`src/rtl/alu_ctrl_seq.sv`:
```
// ALU control sequencer: registers the ALU operation code for the EX stage and
// holds a multi-cycle MUL code while stalling upstream for MUL_LAT cycles.
module alu_ctrl_seq #(
  parameter int MUL_LAT = 3
) (
  input  logic       clk_i,
  input  logic       rst_i,
  input  logic       valid_i,
  input  logic [2:0] aluop_i,
  input  logic [5:0] funct_i,
  output logic       ready_o,
  output logic [3:0] ctrl_o,
  output logic       ctrl_valid_o,
  output logic       stall_o,
  output logic       illegal_o
);

  typedef enum logic [1:0] {
    IDLE     = 2'd0,
    ISSUE    = 2'd1,
    MUL_BUSY = 2'd2
  } state_t;

  localparam logic [3:0] CODE_AND     = 4'b0000;
  localparam logic [3:0] CODE_OR      = 4'b0001;
  localparam logic [3:0] CODE_ADD     = 4'b0010;
  localparam logic [3:0] CODE_SUB     = 4'b0110;
  localparam logic [3:0] CODE_SLT     = 4'b0111;
  localparam logic [3:0] CODE_MUL     = 4'b1011;
  localparam logic [3:0] CODE_BNE     = 4'b1100;
  localparam logic [3:0] CODE_ILLEGAL = 4'b1111;

  localparam logic [3:0] MUL_LOAD  = 4'(MUL_LAT - 1);
  localparam bit         MUL_MULTI = (MUL_LAT > 1);

  typedef struct packed {
    logic [3:0] code;
    logic       is_mul;
    logic       illegal;
  } decode_t;

  state_t     state_q, state_d;
  logic [3:0] cnt_q, cnt_d;
  logic [3:0] ctrl_d;
  logic       valid_d;
  logic       illegal_d;
  logic       accept;
  decode_t    dec;

  // Pure combinational decode of the presented instruction.
  always_comb begin
    dec = '{code: CODE_ILLEGAL, is_mul: 1'b0, illegal: 1'b0};
    unique case (aluop_i)
      3'b000: dec.code = CODE_ADD;
      3'b001: dec.code = CODE_SUB;
      3'b011: dec.code = CODE_SLT;
      3'b100: dec.code = CODE_BNE;
      3'b101: dec.code = CODE_OR;
      3'b110: dec.code = CODE_AND;
      3'b010: begin
        unique case (funct_i)
          6'b100000: dec.code = CODE_ADD;
          6'b100010: dec.code = CODE_SUB;
          6'b100100: dec.code = CODE_AND;
          6'b100101: dec.code = CODE_OR;
          6'b101010: dec.code = CODE_SLT;
          6'b011000: begin
            dec.code   = CODE_MUL;
            dec.is_mul = 1'b1;
          end
          default:   dec.illegal = 1'b1;
        endcase
      end
      default: dec.illegal = 1'b1;
    endcase
  end

  // Stall covers every MUL cycle except the last; the last cycle is open for a new accept.
  assign stall_o = (state_q == MUL_BUSY) && (cnt_q != 4'd0);
  assign ready_o = !stall_o;
  assign accept  = valid_i && ready_o;

  always_comb begin
    // NOTE: every variable gets a default before any branch so no path leaves
    // it unassigned -- otherwise synthesis infers a latch.
    state_d   = state_q;
    cnt_d     = cnt_q;
    ctrl_d    = ctrl_o;
    valid_d   = 1'b0;
    illegal_d = 1'b0;

    if (stall_o) begin
      // Inputs are ignored here; the result becomes valid as the count reaches zero.
      cnt_d   = cnt_q - 4'd1;
      valid_d = (cnt_q == 4'd1);
    end else if (accept) begin
      if (dec.illegal) begin
        state_d   = ISSUE;
        ctrl_d    = CODE_ILLEGAL;
        illegal_d = 1'b1;
      end else if (dec.is_mul && MUL_MULTI) begin
        state_d = MUL_BUSY;
        cnt_d   = MUL_LOAD;
        ctrl_d  = CODE_MUL;
      end else begin
        state_d = ISSUE;
        ctrl_d  = dec.code;
        valid_d = 1'b1;
      end
    end else begin
      state_d = IDLE;
    end
  end

  // NOTE: sequential state uses non-blocking assignments so every register
  // samples pre-edge values regardless of statement order.
  always_ff @(posedge clk_i or posedge rst_i) begin
    if (rst_i) begin
      state_q      <= IDLE;
      cnt_q        <= 4'd0;
      ctrl_o       <= CODE_AND;
      ctrl_valid_o <= 1'b0;
      illegal_o    <= 1'b0;
    end else begin
      state_q      <= state_d;
      cnt_q        <= cnt_d;
      ctrl_o       <= ctrl_d;
      ctrl_valid_o <= valid_d;
      illegal_o    <= illegal_d;
    end
  end

endmodule

```
`config.mk`:
```
export PLATFORM = sky130hd
export DESIGN_NAME = alu_ctrl_seq
export DESIGN_NICKNAME = d
export VERILOG_FILES = /design/src/rtl/alu_ctrl_seq.sv
export SDC_FILE = /design/constraint.sdc
export NUM_CORES = 1
export LEC_CHECK = 0
export CORE_UTILIZATION = 47
export CTS_CLUSTER_DIAMETER = 80
export DETAILED_ROUTE_END_ITERATION = 10
export PLACE_DENSITY = 0.84
export SYNTH_ARGS = -nofsm -noshare
export SYNTH_HDL_FRONTEND = slang
export SYNTH_SLANG_ARGS = --single-unit
```
`constraint.sdc`:
```
create_clock -name clk_i -period 1.7 [get_ports clk_i]
set_input_delay 0.34 -clock clk_i [delete_from_list [all_inputs] [get_ports clk_i]]
set_output_delay 0.34 -clock clk_i [all_outputs]
set_load 0.02 [all_outputs]
```
==> results of run 1 <==
metal layers:
layer | track usage | vias up
met4 | 0.0563 | 0
met1 | 0.334 | 379
met2 | 0.367 | 45
met5 | 0 | -
met3 | 0.102 | 2
li1 | - | 389
stage by stage:
| step | cells | setup TNS, ns |
|---|---|---|
| after floorplan | 84 | 0 |
| after global placement | 134 | -1.13 |
| after detailed placement | 134 | -1.39 |
| after CTS | 140 | -0.147 |
| after global routing | 140 | -0.254 |
| final | 140 | -0.145 |
path summary, 6_finish.rpt:
| check | startpoint | to | slack, ns | cells after the start |
|---|---|---|---|---|
| worst max-delay path | cnt_q[0] | stall_o | -0.1 | 6 |
| worst min-delay path | rst_i | cnt_q[1] | 0.36 | 2 |
| worst max register to register | cnt_q[0] | ctrl_o[3] | 0.02 | 8 |
| worst min register to register | ctrl_o[2] | ctrl_o[2] | 0.50 | 1 |
| max in group asynchronous | rst_i | state_q[1] | 1.01 | 2 |
| min in group clk_i | ctrl_o[2] | ctrl_o[2] | 0.50 | 1 |
cell type report:
class,count,area [µm²],area share
timing repair buffer,41,362,0.307
sequential,12,300,0.255
tap,16,20.0,0.0170
inverter,9,33.8,0.0287
multi-input combinational,59,438,0.372
clock buffer,3,22.5,0.0191
logic make-up after synthesis:
kind of cell,Yosys count,synth area share
buffers and inverters,13,0.0765
xor gates and xnor gates,2,0.0223
AOI/OAI and AO/OA,23,0.214
adders and majority gates,2,0.0319
muxes,2,0.0255
DFF,12,0.383
and+or+nand+nor,30,0.247
report_power, final:
group          switching [µW]  leakage [µW]  internal, µW
clock network            93.0     0.0000138          82.1
logic                    87.3      0.000399           102
registers                7.14      0.000152           302
registers in the layout, summed over array words and instances (netlist names):
register and cells:
state_q 2, ctrl_valid_o 1, ctrl_o 4, cnt_q 4, illegal_o 1
what timing repair did:
action	CTS	global route
pin swaps	2	2
gates resized for setup	17	1
setup buffers	3	0
endpoints found under the setup margin	2	4
placed cells by master, fill, tap and decap left out, drive strengths merged, types with 2 or more instances in the layout:
| cell type | n |
|---|---|
| a21o | 2 |
| a21oi | 5 |
| a2bb2oi | 2 |
| a31o | 2 |
| buf | 24 |
| clkbuf | 3 |
| clkdlybuf4s50 | 17 |
| dfrtp | 12 |
| ha | 2 |
| inv | 9 |
| mux2i | 2 |
| nand2 | 3 |
| nand2b | 3 |
| nand3 | 2 |
| nor2 | 5 |
| nor3 | 2 |
| nor3b | 3 |
| nor4b | 2 |
| o21ai | 3 |
| o31ai | 2 |
| or2 | 2 |
==> parameters.txt, run 1 <==
Parameter                              Value

Critical path
  Worst path arrival time    between 1 and 1.5 ns
  Cell family with the largest share of critical-path delay    simple AND/OR/NAND/NOR gates
  Capturing element type of the critical path    output pin
  Class of the most critical setup path    reg -> out
  Max Fanout on Critical Path    4
  Buffers plus inverters on the worst setup path    3
  CP required    between 1 and 1.5 ns
  CP peak stage delay    between 0.3 and 0.4 ns
  Type of origin of the critical path    flop
  Cells along the critical path    inv_1, ha_2, nor3b_4, or2_4, inv_2, buf_6
  Cell with the largest stage delay on the worst path    sky130_fd_sc_hd__dfrtp_1

Timing
  Slew headroom    0.690
  Slew of the pin with the lowest slew margin    roughly 0.46 ns
  Final worst clock skew    roughly 0.015 ns
  Peak clock frequency supported by timing    roughly 0.56 GHz
  Unrepaired setup endpoints after global routing    yes
  Min setup slack post-route    -0.0958 ns
  Final max-slew violation count    0
  Final worst hold slack    around 0.36 ns
  Final hold violation count    0
  Setup violation total in the final timing report    2
  Part of the cycle the worst path needs    1.06
  Fin crit period    roughly 1.8 ns

CTS
  TritonCTS clock tree    built
  Bufs on Longest Clock Path    2
  Number of buffers inserted during clock tree synthesis    3
  Library cell used as clock root buffer    sky130_fd_sc_hd__clkbuf_4
  Post-CTS Hold Buffers    0
  Clock slew at reported path FFs    approximately 0.08 ns
  Clock insertion delay at the later pin of the skew report    approximately 0.28 ns
  Number of sinks handled by clock tree synthesis    12
  H-Tree Depth    1

Cells and area
  Fillers    99
  Diodes inserted    0
  Finished Cell Area    approximately 1200 µm²
  Signed area change from the synthesized netlist to the final layout    49.9%
  Net total in the final layout    140
  Proportion of layout cells with a drive suffix above 1    0.290
  Fin util    0.772

Logic synthesis
  Synthesized net count    a little under 100
  Synthesized area per cell    approximately 9.3 µm²
  Commonest register cell after synthesis    sky130_fd_sc_hd__dfrtp_1
  Number of enable flip-flop cells after synthesis    0
  Share of the synthesized area in the top cell type    0.383
  Register bit total from synthesis    12
  Synth top area cells    sky130_fd_sc_hd__dfrtp_1 (38%), sky130_fd_sc_hd__inv_1 (3.8%), sky130_fd_sc_hd__a21oi_1 (3.2%)
  Library cell with the highest instance count after synthesis    sky130_fd_sc_hd__dfrtp_1
  Most frequent cells after synthesis    sky130_fd_sc_hd__dfrtp_1 (12), sky130_fd_sc_hd__inv_1 (8), sky130_fd_sc_hd__a21oi_1 (5), sky130_fd_sc_hd__nor2_1 (5)
  Number of instances in the synthesized netlist    84
  Number of warning messages in the yosys log    0
  Proportion of synthesized flip-flops having asynchronous set or reset    1.00
  Sequential cell area fraction in the yosys report    0.383
  Cell type with the highest aggregate area in the netlist    sky130_fd_sc_hd__dfrtp_1
  Area of the mapped netlist    785 µm²
  Distinct cells, synth    slightly above 40

Die
  DIE WIDTH    42.9 µm
  Full die area    around 1800 µm²
  Die height    42.9 µm
  I/O pin total    20
  Total core area    1520 µm²
  Site Rows    14
  Starting utilization of the core area    0.515

Place
  Placed cell area    roughly 1100 µm²
  Port buffer count    19
  Worst Setup Slack post-DPL    -0.332 ns
  Final weighted congestion in routability-driven placement    approximately 0.9
  Detailed Place HPWL    1.53 mm

Run
  MaxCap Viol Count    0

Routing
  Avg Vias per Cell    5.82
  Routed length on met3    approximately 190 µm
  Avg WL per Cell    between 10 and 15 µm
  Wire length after detailed routing    approximately 2.1 mm
  DRC violation total after the first TritonRoute iteration    29
  Metal-1 WL    slightly below 1 mm
  Number of iterations in the first detailed-routing pass    4
  Met2 routed WL    around 930 µm
  Overall via count from detail_route    815
  Uppermost metal layer occupied by signal nets    met4
  Post-detailed-route DRC marker count    0
  Number of antenna-violating nets in the routed design    0

Power and ir drop
  Leakage power figure    approximately 0.00057 µW
  Worst vdd ir    0.368 mV
  PnR Total Power    about 670 µW
  Power density normalized to cell area    ~570 nW/µm²

Global routing
  Number of antenna violations at the first check in global routing    0
  GR Util All Layers    0.247
  Grt total ovfl    0
  Pin count of the biggest net entering global routing    13
  Wire length of the first global-routing pass    between 3 and 4 mm
  Number of global-route vias before repair    approximately 740

Hold path
  HP Class    in -> async

Status
  Failing checks    setup timing
  Run status    complete, but fails checks
Power figures use the tool's default switching activity.
==> run 2, diff against run 1 <==
--- a/config.mk
+++ b/config.mk
@@ -9,6 +9,7 @@
 export CTS_CLUSTER_DIAMETER = 80
 export DETAILED_ROUTE_END_ITERATION = 10
 export PLACE_DENSITY = 0.84
+export SLEW_MARGIN = 20
 export SYNTH_ARGS = -nofsm -noshare
 export SYNTH_HDL_FRONTEND = slang
 export SYNTH_SLANG_ARGS = --single-unit
==> results of run 2 <==
Same layout as run 1: the final DEF is identical, and so are final timing and power.
